`src/rtl/mem_stage_if.sv`:
```
// ---------------------------------------------------------------------------
// mem_stage_if
// Purpose : Data-memory request/acknowledge bus between the MEM stage and
//           the data memory. The MEM stage is the master; memory is the slave.
// Signals :
//   dmem_req   master->slave  memory request, held until acknowledged
//   dmem_we    master->slave  1 = write, 0 = read
//   dmem_addr  master->slave  32-bit word address
//   dmem_wdata master->slave  32-bit store data
//   dmem_rdata slave->master  32-bit load data, valid when dmem_ack=1
//   dmem_ack   slave->master  access complete
// ---------------------------------------------------------------------------
interface mem_stage_if;
  logic        dmem_req;
  logic        dmem_we;
  logic [31:0] dmem_addr;
  logic [31:0] dmem_wdata;
  logic [31:0] dmem_rdata;
  logic        dmem_ack;

  modport master (
    output dmem_req,
    output dmem_we,
    output dmem_addr,
    output dmem_wdata,
    input  dmem_rdata,
    input  dmem_ack
  );

  modport slave (
    input  dmem_req,
    input  dmem_we,
    input  dmem_addr,
    input  dmem_wdata,
    output dmem_rdata,
    output dmem_ack
  );
endinterface

```
`src/rtl/mem_stage.sv`:
```
// ---------------------------------------------------------------------------
// mem_stage
// Purpose : MEM stage of a 5-stage RV32 pipeline. Issues word loads/stores on
//           the data-memory bus, stalls upstream while an access is pending,
//           aborts accesses that are never acknowledged, flags misaligned
//           addresses, resolves the branch redirect and holds MEM/WB.
// Parameters:
//   TIMEOUT_CYCLES  max cycles dmem_req stays high without dmem_ack (>=1)
//   CNT_W           timeout counter width, must hold TIMEOUT_CYCLES
// Ports:
//   clk, reset                 clock; synchronous active-low reset
//   mem_re_in / mem_we_in      load / store request from EX/MEM
//   reg_file_write_in          register write enable from EX/MEM
//   branch_in, add_pc_in       branch taken and its target from EX/MEM
//   select_mux_4_in            writeback source select
//   reg_b_in, alu_in           store data, ALU result / memory address
//   bus                        data-memory bus (master modport)
//   stall_out                  hold PC, IF/ID, ID/EX, EX/MEM (combinational)
//   pc_src_out                 redirect fetch (combinational)
//   branch_target_out          redirect address (combinational)
//   reg_file_write_out, select_mux_4_out, mem_data_out, alu_out,
//   misaligned_out, bus_err_out   MEM/WB pipeline register
// ---------------------------------------------------------------------------
module mem_stage #(
  parameter int TIMEOUT_CYCLES = 16,
  parameter int CNT_W          = 5
) (
  input  logic         clk,
  input  logic         reset,
  input  logic         mem_re_in,
  input  logic         mem_we_in,
  input  logic         reg_file_write_in,
  input  logic         branch_in,
  input  logic [1:0]   select_mux_4_in,
  input  logic [31:0]  reg_b_in,
  input  logic [31:0]  alu_in,
  input  logic [31:0]  add_pc_in,
  mem_stage_if.master  bus,
  output logic         stall_out,
  output logic         pc_src_out,
  output logic [31:0]  branch_target_out,
  output logic         reg_file_write_out,
  output logic [1:0]   select_mux_4_out,
  output logic [31:0]  mem_data_out,
  output logic [31:0]  alu_out,
  output logic         misaligned_out,
  output logic         bus_err_out
);

  typedef enum logic [0:0] {S_IDLE, S_WAIT} state_t;

  localparam logic [CNT_W-1:0] CntMax = CNT_W'(TIMEOUT_CYCLES);
  localparam logic [CNT_W-1:0] CntOne = CNT_W'(1);

  state_t           state_q;
  logic [CNT_W-1:0] cnt_q;
  logic [CNT_W-1:0] cnt_d;
  logic             req_q;
  logic             we_q;
  logic [31:0]      addr_q;
  logic [31:0]      wdata_q;
  logic             rfw_q;
  logic [1:0]       sel_q;
  logic [31:0]      mdata_q;
  logic [31:0]      alu_q;
  logic             mis_q;
  logic             err_q;

  logic access;
  logic aligned;
  logic timeout;
  logic stallRaw;

  assign access  = mem_re_in | mem_we_in;
  assign aligned = (alu_in[1:0] == 2'b00);
  assign timeout = (cnt_q == CntMax);
  assign cnt_d   = cnt_q + CntOne;

  // An aligned access stalls from the cycle it is presented until the cycle
  // its ack (or timeout) arrives, so the result lands in MEM/WB at that edge.
  always_comb begin
    stallRaw = 1'b0;
    case (state_q)
      S_IDLE:  stallRaw = access & aligned;
      S_WAIT:  stallRaw = ~(bus.dmem_ack | timeout);
      default: stallRaw = 1'b0;
    endcase
  end

  assign stall_out         = reset & stallRaw;
  assign pc_src_out        = reset & branch_in;
  assign branch_target_out = add_pc_in;

  // Single FSM block: bus request registers and the MEM/WB register. Edges
  // with stall high insert a bubble (write enable and flags cleared, data
  // fields held). The EX/MEM inputs stay frozen while stalled, so on ack the
  // instruction's fields are still valid on the inputs.
  always_ff @(posedge clk) begin
    if (!reset) begin
      state_q <= S_IDLE;
      cnt_q   <= '0;
      req_q   <= 1'b0;
      we_q    <= 1'b0;
      addr_q  <= '0;
      wdata_q <= '0;
      rfw_q   <= 1'b0;
      sel_q   <= '0;
      mdata_q <= '0;
      alu_q   <= '0;
      mis_q   <= 1'b0;
      err_q   <= 1'b0;
    end else begin
      case (state_q)
        S_IDLE: begin
          if (!access) begin
            rfw_q   <= reg_file_write_in;
            sel_q   <= select_mux_4_in;
            alu_q   <= alu_in;
            mdata_q <= '0;
            mis_q   <= 1'b0;
            err_q   <= 1'b0;
          end else if (!aligned) begin
            rfw_q   <= 1'b0;
            sel_q   <= select_mux_4_in;
            alu_q   <= alu_in;
            mdata_q <= '0;
            mis_q   <= 1'b1;
            err_q   <= 1'b0;
          end else begin
            req_q   <= 1'b1;
            we_q    <= mem_we_in;
            addr_q  <= alu_in;
            wdata_q <= reg_b_in;
            cnt_q   <= CntOne;
            state_q <= S_WAIT;
            rfw_q   <= 1'b0;
            mis_q   <= 1'b0;
            err_q   <= 1'b0;
          end
        end
        S_WAIT: begin
          // Ack is tested first so it wins over a coincident timeout.
          if (bus.dmem_ack) begin
            req_q   <= 1'b0;
            state_q <= S_IDLE;
            rfw_q   <= reg_file_write_in;
            sel_q   <= select_mux_4_in;
            alu_q   <= alu_in;
            mdata_q <= we_q ? 32'h0 : bus.dmem_rdata;
            mis_q   <= 1'b0;
            err_q   <= 1'b0;
          end else if (timeout) begin
            req_q   <= 1'b0;
            state_q <= S_IDLE;
            rfw_q   <= 1'b0;
            sel_q   <= select_mux_4_in;
            alu_q   <= alu_in;
            mdata_q <= '0;
            mis_q   <= 1'b0;
            err_q   <= 1'b1;
          end else begin
            cnt_q   <= cnt_d;
            rfw_q   <= 1'b0;
            mis_q   <= 1'b0;
            err_q   <= 1'b0;
          end
        end
        default: state_q <= S_IDLE;
      endcase
    end
  end

  assign bus.dmem_req   = req_q;
  assign bus.dmem_we    = we_q;
  assign bus.dmem_addr  = addr_q;
  assign bus.dmem_wdata = wdata_q;

  assign reg_file_write_out = rfw_q;
  assign select_mux_4_out   = sel_q;
  assign mem_data_out       = mdata_q;
  assign alu_out            = alu_q;
  assign misaligned_out     = mis_q;
  assign bus_err_out        = err_q;

endmodule

```
`src/flat_wrapper.sv`:
```
// flat-port wrapper written by rule: the top's interface ports become plain ports
module mem_stage_flat 
#(
  parameter int TIMEOUT_CYCLES = 16,
  parameter int CNT_W          = 5
)
  (clk, reset, mem_re_in, mem_we_in, reg_file_write_in, branch_in, select_mux_4_in, reg_b_in, alu_in, add_pc_in, stall_out, pc_src_out, branch_target_out, reg_file_write_out, select_mux_4_out, mem_data_out, alu_out, misaligned_out, bus_err_out, bus_dmem_req, bus_dmem_we, bus_dmem_addr, bus_dmem_wdata, bus_dmem_rdata, bus_dmem_ack);
  mem_stage_if bus_i ();
  input  logic clk;
  input  logic reset;
  input  logic mem_re_in;
  input  logic mem_we_in;
  input  logic reg_file_write_in;
  input  logic branch_in;
  input  logic [1:0] select_mux_4_in;
  input  logic [31:0] reg_b_in;
  input  logic [31:0] alu_in;
  input  logic [31:0] add_pc_in;
  output logic stall_out;
  output logic pc_src_out;
  output logic [31:0] branch_target_out;
  output logic reg_file_write_out;
  output logic [1:0] select_mux_4_out;
  output logic [31:0] mem_data_out;
  output logic [31:0] alu_out;
  output logic misaligned_out;
  output logic bus_err_out;
  output wire logic [$bits(bus_i.dmem_req)-1:0] bus_dmem_req;
  output wire logic [$bits(bus_i.dmem_we)-1:0] bus_dmem_we;
  output wire logic [$bits(bus_i.dmem_addr)-1:0] bus_dmem_addr;
  output wire logic [$bits(bus_i.dmem_wdata)-1:0] bus_dmem_wdata;
  input wire logic [$bits(bus_i.dmem_rdata)-1:0] bus_dmem_rdata;
  input wire logic [$bits(bus_i.dmem_ack)-1:0] bus_dmem_ack;
  assign bus_dmem_req = bus_i.dmem_req;
  assign bus_dmem_we = bus_i.dmem_we;
  assign bus_dmem_addr = bus_i.dmem_addr;
  assign bus_dmem_wdata = bus_i.dmem_wdata;
  assign bus_i.dmem_rdata = bus_dmem_rdata;
  assign bus_i.dmem_ack = bus_dmem_ack;
  mem_stage #(.TIMEOUT_CYCLES(TIMEOUT_CYCLES), .CNT_W(CNT_W)) u_core (.clk(clk), .reset(reset), .mem_re_in(mem_re_in), .mem_we_in(mem_we_in), .reg_file_write_in(reg_file_write_in), .branch_in(branch_in), .select_mux_4_in(select_mux_4_in), .reg_b_in(reg_b_in), .alu_in(alu_in), .add_pc_in(add_pc_in), .bus(bus_i), .stall_out(stall_out), .pc_src_out(pc_src_out), .branch_target_out(branch_target_out), .reg_file_write_out(reg_file_write_out), .select_mux_4_out(select_mux_4_out), .mem_data_out(mem_data_out), .alu_out(alu_out), .misaligned_out(misaligned_out), .bus_err_out(bus_err_out));
endmodule
```
`config.mk`:
```
export PLATFORM = sky130hd
export DESIGN_NAME = mem_stage_flat
export DESIGN_NICKNAME = d
export VERILOG_FILES = /design/src/rtl/mem_stage_if.sv /design/src/rtl/mem_stage.sv /design/src/flat_wrapper.sv
export SDC_FILE = /design/constraint.sdc
export NUM_CORES = 1
export LEC_CHECK = 0
export ABC_AREA = 0
export BUFFER_PORTS_ARGS = -buffer_cell sky130_fd_sc_hd__buf_2
export CORE_UTILIZATION = 40
export CTS_CLUSTER_DIAMETER = 200
export DETAILED_ROUTE_END_ITERATION = 8
export GPL_TIMING_DRIVEN = 0
export PLACE_DENSITY = 0.77
export REMOVE_ABC_BUFFERS = 1
export SETUP_SLACK_MARGIN = 0.15
export SLEW_MARGIN = 10
export SYNTH_ARGS = -nofsm -noshare
export SYNTH_HDL_FRONTEND = slang
export SYNTH_SLANG_ARGS = --single-unit
export TNS_END_PERCENT = 20
```
`constraint.sdc`:
```
create_clock -name clk -period 1.55 [get_ports clk]
set_input_delay 0.31 -clock clk [delete_from_list [all_inputs] [get_ports clk]]
set_output_delay 0.31 -clock clk [all_outputs]
set_load 0.03 [all_outputs]
```
After elaboration in Yosys (flattened, before gate mapping)
Index checks and enable logic that the tools add are counted.
{"block": "totals", "word_cells": 73, "reg_bits": 141, "out_inout_bits": 169, "input_bits": 137}
{"block": "op_classes", "n_addsub": 1, "n_reduce_logical": 5, "bitwise_logic": 7, "muxes": 41, "eq_ne": 7}
{"cell": "2-to-1 mux 32 bit", "n": 9}
{"cell": "case mux 32 bit (2 select lines)", "n": 2}
{"cell": "2-to-1 mux 5 bit", "n": 4}
{"cell": "2-to-1 mux 1 bit", "n": 14}
{"cell": "case mux 1 bit (2 select lines)", "n": 6}
{"cell": "case mux 5 bit (2 select lines)", "n": 1}
{"cell": "2-to-1 mux 2 bit", "n": 4}
{"cell": "!= test 3 bit, second input constant", "n": 2}
{"cell": "AND reduction 3 bit", "n": 2}
{"cell": "adder 5 x 1 -> 5 bit, second input constant", "n": 1}
{"cell": "== test 5 bit, second input constant", "n": 1}
{"cell": "!= test 2 x 1 -> 1 bit, second input constant", "n": 2}
{"cell": "!= test 2 bit, second input constant", "n": 2}
{"cell": "case mux 2 bit (2 select lines)", "n": 1}
{"cell": "AND reduction 4 bit", "n": 1}
{"cell": "AND 1 bit", "n": 3}
{"cell": "zero test 2 bit", "n": 1}
{"cell": "NOT 1 bit", "n": 2}
{"cell": "OR 1 bit", "n": 2}
{"cell": "AND reduction 2 bit", "n": 1}

Logic depth before layout (Yosys ltp)
{"block": "depth", "word_depth": 5, "depth_mapped": 7, "depth_no_buf": 5}

Worst setup path after synthesis
Ideal clock, no wire load.
{"block": "synth_timing", "path_kind": "register to output", "from": "register u_core.cnt_q[0]", "to": "output port stall_out", "arrival_ns": 1.552, "n_path_buf": 2, "setup_slack_ns": -0.312, "stages_incl_launch_ff": 8, "cell_sequence": "dfxtp_1 inv_1 ha_1 nand4bb_4 a22oi_2 buf_6 buf_8 nor2_1"}
{"block": "synth_via", "elab_chain_cells": 5}
{"element": "start, declared", "line_no": "mem_stage.sv:56", "text": "logic [CNT_W-1:0] cnt_q;"}
{"element": "start signal, assigned", "line_no": "mem_stage.sv:134", "text": "cnt_q <= CntOne;"}
{"element": "start signal, assigned", "line_no": "mem_stage.sv:162", "text": "cnt_q <= cnt_d;"}
{"element": "== test 5 bit", "line_no": "mem_stage.sv:76", "text": "assign timeout = (cnt_q == CntMax);"}
{"element": "OR 1 bit", "line_no": "mem_stage.sv:85", "text": "S_WAIT: stallRaw = ~(bus.dmem_ack | timeout);"}
{"element": "NOT 1 bit", "line_no": "mem_stage.sv:85"}
{"element": "case mux 1 bit (2 select lines)", "line_no": "mem_stage.sv:83", "text": "case (state_q)"}
{"element": "AND 1 bit", "line_no": "mem_stage.sv:90", "text": "assign stall_out = reset & stallRaw;"}
{"element": "end, declared", "line_no": "flat_wrapper.sv:19", "text": "output logic stall_out;"}
Every way passes these cells.

Worst setup path in the final report
{"block": "layout_timing", "from": "register u_core.cnt_q[1]", "to": "output port stall_out"}
Same word-level chain as after synthesis.

==> out/results.ini <==
[sta]
relSlewSlack_pct = 39.2
tightest_slew_ns = 0.912
fin_setup_tns_ns = -10.51
hold_viol_final = 0
finalSetupViolCount = 64
setup_ws_ns = -0.564
fin_crit_sh_pct = 136
grt_setup_unrepaired = true
period_minus_slack_ns = 2.11
fmax_mhz = 473
fin_skew_ns = 0.0103
slew_viol_final = 0

[status]
violations = negative setup slack
status = finished, violations left

[routing]
antenna_left = 0
drtPass1Iterations = 4
wl_um = 17500
routedWlPerCell_um = 17.5
drc = 0
via_per_inst = 5.35
num_vias = 5329
dr.first_iter.drc_count = 325

[worst_hold_path]
hold_end = u_core.mem_data_out[22]$_SDFFE_PN0P_
hp-start = bus_dmem_rdata[22]
hp-class = in2reg
hold_path_depth = 2

[synthesis]
synth_edf_count = 0
ys_types = 41
async_flop_share_pct = 0
ys.flop_type = dfxtp_1
synth-seq-area-share_pct = 50.0
synth_seq_cells = 141
syn_inst = 602
syn_area_per_cell_um2 = 9.38
yosys_warnings = 0
synth_area_um2 = 5650

[placement]
placed_area_um2 = 6650
gp_congestion = 0.772
dp_hpwl_um = 10700
port_buffers = 241

[die]
ios = 306
die_h_um = 121
dieWidth_um = 121
coreArea_um2 = 13800
row_count = 43
dieArea_um2 = 14600
initial_core_util_pct = 40.8

[clocking]
cts_hold_buffers = 0
clock-sinks = 141
ctsHtreeMaxLevel = 4
cts_tree = yes
cts_inserted_buffers = 17
cts.clk_slew.worst_paths_ns = 0.06
clockBufferDepth = 2
root_buffer = clkbuf_16
clock_latency_ns = 0.42

[worst_setup_path]
path_cells = inv_2, ha_4, nand4bb_4, a22oi_2, buf_6, buf_8, nor2_4, buf_6
r2r_slack_ns = -0.46
crit_top_cell = buf_6
cpMaxStageDelayCell = dfxtp_2
start_kind = flip-flop
path_max_fanout = 2
r2r_start = u_core.cnt_q[1]$_SDFFE_PN0P_
worst_setup_path_end_kind = primary output
critPathMaxStageDelay_ns = 0.32
cp.arrival_ns = 1.80
crit_buf_inv = 4
crit_required_ns = 1.24
r2r_cells = 13
critical_path_class = reg2out
critical-path-top-delay-family = buffers and inverters
worstReg2RegEnd = u_core.alu_out[23]$_SDFFE_PN0P_

[final_layout]
antenna_cells = 0
final_common_cell = buf_2
layout-drive-gt1-share_pct = 48.3
final_util_pct = 55.9
mostFrequentLayoutCells = buf_2, dfxtp_1, nand2_1
fillerInstances = 1217
finalNetCount = 943
final_area_um2 = 7730
syn_to_final_growth_pct = 36.9

[global_routing]
grt_overflow = 0
antenna_found_initial = 0
grt_max_degree = 73
grt_pass1_vias = 4855
grt_pass1_wl_um = 25700
grt.total_usage_pct = 23.2

[flow_run]
drv_cap = 0

[power_and_ir_drop]
power_density_nw_per_um2 = 1150
p_leak_nw = 3.69
totalPowerFinal_mw = 8.92
vdd.ir_drop.worst_uv = 963

## worst register-to-register path, cell delays in order (launching register included)
cell       delay, ns
dfxtp_2         0.32
inv_2           0.08
ha_4            0.15
nand4bb_4       0.12
a22oi_2         0.26
buf_6           0.16
buf_8           0.10
buf_4           0.10
buf_6           0.08
buf_6           0.08
buf_6           0.08
buf_6           0.08
buf_8           0.12
mux2i_1         0.20
## flip-flops by register name, indices dropped and copies added (netlist names)
name and count:
u_core.alu_out 32, u_core.bus.dmem_addr 32, u_core.bus.dmem_req 1, u_core.bus.dmem_wdata 32, u_core.bus.dmem_we 1, u_core.bus_err_out 1, u_core.cnt_q 5, u_core.mem_data_out 32
u_core.misaligned_out 1, u_core.reg_file_write_out 1, u_core.select_mux_4_out 2, u_core.state_q 1
## repair_timing
item | 4_1_cts | 5_1_grt
cloned | 4 | 1
gates resized for setup | 94 | 17
pin swaps | 81 | 25
setup endpoints to repair | 141 | 135
buffers inserted | 15 | 7
## cells by family after synthesis
logic type                 Yosys count  share of synthesized area (%)
AOI/OAI and AO/OA                  180                           20.8
adders and majority gates            2                          0.443
buffers and inverters               95                           10.3
DFF                                141                           50.0
muxes                               32                           5.67
and+or+nand+nor                    152                           12.8
## power by group
| part | leakage, nW | internal [mW] | switching, mW | total [mW] |
|---|---|---|---|---|
| clock | 0.263 | 2.09 | 1.56 | 3.65 |
| combinational | 2.27 | 0.499 | 0.909 | 1.41 |
| sequential | 1.15 | 3.78 | 0.0817 | 3.87 |
| total | 3.69 | 6.37 | 2.55 | 8.92 |
## metal layers
layer  share of wire, %  vias to the layer above  global-route usage, %
met1                 43                     2505                   27.9
met2                 45                      247                   35.2
met4                2.2                        2                   9.95
li1                   -                     2549                      -
met5               0.28                        -                   2.94
met3                9.4                       26                   10.8
## area by class of cell
cell class | count | area, µm² | area share, %
clock buffer | 19 | 443 | 5.73
clock inverter | 13 | 92.6 | 1.20
inverter | 3 | 13.8 | 0.178
multi-input combinational | 370 | 2510 | 32.5
sequential | 141 | 2830 | 36.6
tap | 180 | 225 | 2.91
timing repair buffer | 271 | 1610 | 20.9
## cell usage after synthesis (2+ instances only)
| cell type | count | area (µm²) |
|---|---|---|
| nand2b_1 | 2 | 12.5 |
| mux2i_1 | 32 | 320 |
| a21oi_1 | 66 | 330 |
| a211oi_1 | 2 | 15.0 |
| a32o_2 | 26 | 293 |
| a32o_1 | 6 | 60.1 |
| nand3_1 | 63 | 315 |
| o2111ai_1 | 2 | 17.5 |
| inv_1 | 2 | 7.51 |
| buf_12 | 2 | 40.0 |
| o31ai_1 | 2 | 15.0 |
| o21ai_0 | 65 | 325 |
| buf_6 | 5 | 56.3 |
| buf_4 | 34 | 255 |
| nor3_1 | 4 | 20.0 |
| dfxtp_1 | 141 | 2820 |
| nor2_1 | 4 | 15.0 |
| and3_1 | 2 | 12.5 |
| nand2_1 | 70 | 263 |
| o211ai_1 | 2 | 15.0 |
| buf_1 | 2 | 7.51 |
| clkbuf_1 | 33 | 124 |
| ha_1 | 2 | 25.0 |
| a41oi_1 | 2 | 17.5 |
| buf_2 | 15 | 75.1 |
## through the flow
step                      hold WS [ns]  setup slack (ns)  instances
after detailed placement         0.444             -1.29        938
after global placement           0.439             -6.15        931
after global routing            0.0848            -0.659        997
after floorplan                  0.429             -3.27        510
final                           0.0979            -0.564        997
after CTS                       0.0810            -0.600        989
## worst max path at each step
stage / startpoint / end / slack [ns] / cells after the start
after floorplan: alu_in[1] / stall_out / -3.27 / 3
after global placement: alu_in[1] / stall_out / -6.15 / 5
after detailed placement: u_core.state_q$_SDFF_PN0_ / stall_out / -1.29 / 6
after CTS: u_core.cnt_q[1]$_SDFFE_PN0P_ / stall_out / -0.60 / 8
after global routing: u_core.cnt_q[1]$_SDFFE_PN0P_ / stall_out / -0.66 / 8
final: u_core.cnt_q[1]$_SDFFE_PN0P_ / stall_out / -0.56 / 8
Power figures use the tool's default switching activity.
